File: src/rtl/accumulator_scheduler.sv
// accumulator_scheduler: sole master of the double-buffered accumulator memory.
// Round-robin arbitration of two writers (W0 systolic writeback, W1 host load) and
// two readers (R0 VPU, R1 host readback). Buffer CLEAR and SWAP commands are sequenced
// so that no data access overlaps a clear or uses a stale buffer select.
// Optional statistics counters are compiled in when ACC_SCHED_STATS_EN is defined.
module accumulator_scheduler #(
    parameter int ADDR_W = 8,
    parameter int DATA_W = 64
) (
    input  logic              clk,
    input  logic              rst_n,
    input  logic              w0_valid,
    output logic              w0_ready,
    input  logic [ADDR_W-1:0] w0_addr,
    input  logic [DATA_W-1:0] w0_data,
    input  logic              w1_valid,
    output logic              w1_ready,
    input  logic [ADDR_W-1:0] w1_addr,
    input  logic [DATA_W-1:0] w1_data,
    input  logic              r0_valid,
    output logic              r0_ready,
    input  logic [ADDR_W-1:0] r0_addr,
    input  logic              r1_valid,
    output logic              r1_ready,
    input  logic [ADDR_W-1:0] r1_addr,
    output logic              rd_rsp_valid,
    output logic              rd_rsp_id,
    output logic [DATA_W-1:0] rd_rsp_data,
    input  logic              clr_valid,
    output logic              clr_ready,
    input  logic              swp_valid,
    output logic              swp_ready,
    output logic              sched_idle,
    output logic              acc_buf_sel,
    output logic              acc_clear,
    input  logic              acc_clear_busy,
    input  logic              acc_clear_complete,
    output logic              acc_wr_en,
    output logic [ADDR_W-1:0] acc_wr_addr,
    output logic [DATA_W-1:0] acc_wr_data,
    output logic              acc_rd_en,
    output logic [ADDR_W-1:0] acc_rd_addr,
    input  logic [DATA_W-1:0] acc_rd_data
`ifdef ACC_SCHED_STATS_EN
    ,
    input  logic              stat_clr,
    output logic [31:0]       stat_wr_stall,
    output logic [31:0]       stat_clr_cycles,
    output logic [15:0]       stat_swaps
`endif
);

    typedef enum logic [1:0] {
        S_IDLE,
        S_CLR_RUN,
        S_CLR_REL,
        S_SWP_SETTLE
    } state_t;

    state_t state_q, state_d;
    logic   buf_sel_q, buf_sel_d;
    logic   wr_prio_q, wr_prio_d;
    logic   rd_prio_q, rd_prio_d;
    logic   rsp_valid_q, rsp_id_q;
    logic   data_ok;
    logic   wr_ok;

    // State, buffer select, arbiter pointers and read-response tracking
    always_ff @(posedge clk or negedge rst_n) begin
        if (!rst_n) begin
            state_q     <= S_IDLE;
            buf_sel_q   <= 1'b0;
            wr_prio_q   <= 1'b0;
            rd_prio_q   <= 1'b0;
            rsp_valid_q <= 1'b0;
            rsp_id_q    <= 1'b0;
        end else begin
            state_q     <= state_d;
            buf_sel_q   <= buf_sel_d;
            wr_prio_q   <= wr_prio_d;
            rd_prio_q   <= rd_prio_d;
            rsp_valid_q <= acc_rd_en;
            rsp_id_q    <= r1_ready;
        end
    end

    // Command sequencing: clear beats swap, and either one blocks data grants that cycle
    always_comb begin
        state_d   = state_q;
        buf_sel_d = buf_sel_q;
        clr_ready = 1'b0;
        swp_ready = 1'b0;
        acc_clear = 1'b0;
        data_ok   = 1'b0;
        case (state_q)
            S_IDLE: begin
                if (clr_valid) begin
                    clr_ready = 1'b1;
                    state_d   = S_CLR_RUN;
                end else if (swp_valid) begin
                    swp_ready = 1'b1;
                    buf_sel_d = ~buf_sel_q;
                    state_d   = S_SWP_SETTLE;
                end else begin
                    data_ok = 1'b1;
                end
            end
            S_CLR_RUN: begin
                acc_clear = 1'b1;
                if (acc_clear_complete) begin
                    state_d = S_CLR_REL;
                end
            end
            S_CLR_REL:    state_d = S_IDLE;
            S_SWP_SETTLE: state_d = S_IDLE;
            default:      state_d = S_IDLE;
        endcase
    end

    // Writes are additionally held off while the accumulator reports a clear in flight
    assign wr_ok    = data_ok && !acc_clear_busy;
    assign w0_ready = wr_ok && w0_valid && (!w1_valid || !wr_prio_q);
    assign w1_ready = wr_ok && w1_valid && (!w0_valid || wr_prio_q);
    assign r0_ready = data_ok && r0_valid && (!r1_valid || !rd_prio_q);
    assign r1_ready = data_ok && r1_valid && (!r0_valid || rd_prio_q);

    // Round-robin pointers: after a grant the other requester wins the next contention
    always_comb begin
        wr_prio_d = wr_prio_q;
        rd_prio_d = rd_prio_q;
        if (w0_ready) begin
            wr_prio_d = 1'b1;
        end else if (w1_ready) begin
            wr_prio_d = 1'b0;
        end
        if (r0_ready) begin
            rd_prio_d = 1'b1;
        end else if (r1_ready) begin
            rd_prio_d = 1'b0;
        end
    end

    assign acc_wr_en    = w0_ready || w1_ready;
    assign acc_wr_addr  = w1_ready ? w1_addr : (w0_ready ? w0_addr : '0);
    assign acc_wr_data  = w1_ready ? w1_data : (w0_ready ? w0_data : '0);
    assign acc_rd_en    = r0_ready || r1_ready;
    assign acc_rd_addr  = r1_ready ? r1_addr : (r0_ready ? r0_addr : '0);
    assign acc_buf_sel  = buf_sel_q;
    assign rd_rsp_valid = rsp_valid_q;
    assign rd_rsp_id    = rsp_id_q;
    assign rd_rsp_data  = acc_rd_data;
    assign sched_idle   = (state_q == S_IDLE) && !rsp_valid_q;

    // A write must never land while the accumulator is clearing
    a_no_wr_during_clear: assert property (@(posedge clk) disable iff (!rst_n)
        !(acc_wr_en && acc_clear_busy));

    // The buffer select is frozen for the whole clear sequence
    a_sel_stable_in_clear: assert property (@(posedge clk) disable iff (!rst_n)
        ((state_q == S_CLR_RUN) || (state_q == S_CLR_REL)) |-> (buf_sel_d == buf_sel_q));

`ifdef ACC_SCHED_STATS_EN
    logic [31:0] stall_cnt_q;
    logic [31:0] clr_cnt_q;
    logic [15:0] swp_cnt_q;
    logic        stall_evt;
    logic        clr_evt;
    logic        swp_evt;

    assign stall_evt = (w0_valid && !w0_ready) || (w1_valid && !w1_ready);
    assign clr_evt   = (state_q == S_CLR_RUN) || (state_q == S_CLR_REL);
    assign swp_evt   = swp_valid && swp_ready;

    // Saturating event counters, zeroed by a stat_clr pulse
    always_ff @(posedge clk or negedge rst_n) begin
        if (!rst_n) begin
            stall_cnt_q <= '0;
            clr_cnt_q   <= '0;
            swp_cnt_q   <= '0;
        end else if (stat_clr) begin
            stall_cnt_q <= '0;
            clr_cnt_q   <= '0;
            swp_cnt_q   <= '0;
        end else begin
            if (stall_evt && (stall_cnt_q != '1)) begin
                stall_cnt_q <= stall_cnt_q + 32'd1;
            end
            if (clr_evt && (clr_cnt_q != '1)) begin
                clr_cnt_q <= clr_cnt_q + 32'd1;
            end
            if (swp_evt && (swp_cnt_q != '1)) begin
                swp_cnt_q <= swp_cnt_q + 16'd1;
            end
        end
    end

    assign stat_wr_stall   = stall_cnt_q;
    assign stat_clr_cycles = clr_cnt_q;
    assign stat_swaps      = swp_cnt_q;
`endif

endmodule

File: config.mk
export PLATFORM = sky130hd
export DESIGN_NAME = accumulator_scheduler
export DESIGN_NICKNAME = d
export VERILOG_FILES = /design/src/rtl/accumulator_scheduler.sv
export SDC_FILE = /design/constraint.sdc
export NUM_CORES = 1
export LEC_CHECK = 0
export CORE_AREA = 3 3 150 152
export CTS_CLUSTER_SIZE = 16
export DETAILED_ROUTE_END_ITERATION = 8
export DIE_AREA = 0 0 153 155
export GPL_TIMING_DRIVEN = 0
export PLACE_DENSITY = 0.46
export REMOVE_ABC_BUFFERS = 1
export SLEW_MARGIN = 25
export SYNTH_ARGS = -nofsm -noshare
export SYNTH_HDL_FRONTEND = slang
export SYNTH_SLANG_ARGS = --single-unit
export TNS_END_PERCENT = 1
File: constraint.sdc
create_clock -name clk -period 2.05 [get_ports clk]
set_input_delay 0.41 -clock clk [delete_from_list [all_inputs] [get_ports clk]]
set_output_delay 0.41 -clock clk [all_outputs]
set_load 0.005 [all_outputs]
==> flow_summary.json <==
{
  "grt_pass1_wl_um": 28000,
  "cp-start-kind": "flop",
  "htreeDepth": 1,
  "final-setup-viol-count": 57,
  "critPathKind": "flop to output port",
  "end_kind": "output port",
  "grt_max_degree": 23,
  "place_ws_ns": -1.38,
  "tns_ns": -3.69,
  "yosysMostFrequentCell": "nand2_1",
  "diodes": 0,
  "synth_warnings": 0,
  "grt_overflow": 0,
  "placed_cell_area_um2": 4790,
  "viasPerCell": 4.21,
  "place_hpwl_um": 12800,
  "async_flop_share_pct": 100,
  "slew_headroom_pct": 65.1,
  "drt_pass1_iterations": 4,
  "die_w_um": 153,
  "synth_area_leaders": "buf_4 (21%), a21oi_2 (19%), nand3_1 (16%)",
  "synthAdderAreaFrac_pct": 0,
  "violations": "negative setup slack",
  "drc_errors": 0,
  "vias": 3623,
  "synth_edf_count": 0,
  "drtIter0Drc": 159,
  "clkSlewWorstSetupHoldPaths_ns": 0.04,
  "holdBufCountCts": 0,
  "grt_use_total_pct": 15.7,
  "die_area_um2": 23700,
  "leakage_nw": 2.18,
  "cts_tree": "done",
  "hold_viol_final": 0,
  "nets": 821,
  "port_buffers": 262,
  "max_cap_viol_count": 0,
  "avgRoutedWirePerCell_um": 22.9,
  "ios": 391,
  "ys_ff_latch": 7,
  "clk_latency_ns": 0.23,
  "gp_congestion": 0.726,
  "drv_slew": 0,
  "power_density_nw_per_um2": 447,
  "synthMuxAreaShare_pct": 0,
  "rrSetupSlack_ns": 0.66,
  "status": "finished, violations left",
  "ys_seq_area_share_pct": 7.60,
  "arrival_ns": 1.83,
  "synth-xor-area-share_pct": 0.380,
  "worst_slew_pin_slew_ns": 0.523,
  "antenna_left": 0,
  "fin_crit_ns": 2.24,
  "synth.avg_cell_area_um2": 6.28,
  "cts_buffers": 3,
  "die_h_um": 155,
  "syn_area_um2": 2300,
  "syn-instance-count": 367,
  "finalInstanceArea_um2": 5460,
  "fin_skew_ns": 0.00273,
  "row_count": 53,
  "synth_top_family_by_area": "simple AND/OR/NAND/NOR gates",
  "vdd.ir_drop.worst_mv": 0.352,
  "synth_top_area_share_pct": 20.8,
  "finalCritPeriodShare_pct": 109,
  "clk_path_buf_depth": 2,
  "holdCritPathClass": "primary input to asynchronous set/reset pin",
  "synth_compound_area_share_pct": 29.7,
  "cp.required_ns": 1.64,
  "cts-root-buf": "clkbuf_16",
  "rsz0062_at_grt": "yes",
  "synth_cell_types": 31,
  "ys.flop_type": "dfrtp_1",
  "drive_above_1_share_pct": 39.9,
  "start_util_pct": 10.9,
  "synthSimpleGateAreaFrac_pct": 33.6,
  "finalWirelength_um": 19700,
  "core-area_um2": 21200,
  "yosys-top-cells-count": "nand2_1 (73), nand3_1 (72), buf_4 (64)",
  "grt_pass1_vias": 3813,
  "max_freq_mhz": 446,
  "area_delta_synth_final_pct": 137,
  "synth_area_leader_cell": "buf_4",
  "critPathMaxFanout": 12,
  "finalWorstSetupSlack_ns": -0.194,
  "antenna_found_initial": 2,
  "cts_sinks": 7
}
where the power goes:
group / internal (mW) / switching [mW] / total (mW) / leakage, nW
clock network: 0.258 / 0.0693 / 0.328 / 0.0382
logic: 1.00 / 0.798 / 1.80 / 2.06
registers: 0.198 / 0.117 / 0.315 / 0.0834
total: 1.46 / 0.984 / 2.44 / 2.18
state kept, by name (all words and copies together) (netlist names):
register / count
acc_buf_sel: 1
rd_prio_q: 1
state_q: 2
rd_rsp_valid: 1
rd_rsp_id: 1
wr_prio_q: 1
repair_timing:
item,in CTS,in global routing
setup buffers,27,3
resized for setup,372,36
cloned,16,0
pin swaps,13,3
setup endpoints to repair,88,86
worst paths after layout:
kind,cells after the start,to,from
max,7,acc_wr_addr[4],state_q[1]
min,1,rd_prio_q,rst_n
max reg2reg,6,wr_prio_q,state_q[1]
min reg2reg,1,acc_buf_sel,acc_buf_sel
max in group asynchronous,1,state_q[1],rst_n
min in group clk,1,acc_buf_sel,acc_buf_sel
cells by family after synthesis:
logic type / count (synthesis)
buffers and inverters: 100
flip-flops: 7
AND/OR/NAND/NOR: 170
XOR/XNOR: 1
AO/OA/AOI/OAI: 89
worst max-delay path, cell delays in order, from the launching register on:
cell             delay (ns)
dfrtp_2                0.44
nor4_4                 0.23
buf_6                  0.15
nand2_8                0.09
buf_6                  0.15
buf_16                 0.15
a21oi_2                0.14
clkdlybuf4s15_2        0.23
layout make-up:
type                    count  area [µm²]
well taps                 275         344
flip-flops and latches      7         179
inverters                   1        7.51
repair buffers            309        3100
clock buffers               4        78.8
fillers                  2368       15700
multi-input cells         265        1760
stage by stage:
stage	hold WS, ns	total power [mW]	util, %	cells
2_1_floorplan	0.114	0.776	-	268
3_3_place_gp	0.480	1.59	21.8	805
3_5_place_dp	0.488	1.62	22.6	811
4_1_cts	0.454	2.44	25.5	858
5_1_grt	0.476	2.61	25.8	861
6_report	0.452	2.44	25.8	861
per-layer routing:
layer / up-vias / wire length (µm) / part of all wire, % / global-route usage [%]
li1: 1656 / - / - / -
met1: 1648 / 8200 / 42 / 19.5
met2: 297 / 8050 / 41 / 22.7
met3: 14 / 3220 / 16 / 11.2
met4: 8 / 57 / 0.29 / 1.10
met5: - / 207 / 1.0 / 6.42
cells in the final DEF (no fill, tap or decap), types with 5 or more instances in the layout:
master / Yosys / routed
clkdlybuf4s50_1: 0 / 166
dlygate4sd2_1: 0 / 14
a32oi_1: 8 / 8
nand2_2: 1 / 12
buf_12: 0 / 5
clkdlybuf4s15_2: 0 / 8
buf_6: 6 / 8
buf_2: 2 / 63
buf_16: 0 / 12
a21oi_2: 50 / 68
buf_4: 64 / 15
clkbuf_2: 0 / 7
nor2_1: 14 / 11
nand3_1: 72 / 70
nand2_1: 73 / 61
Note: power is estimated with default switching activity, not from simulation.
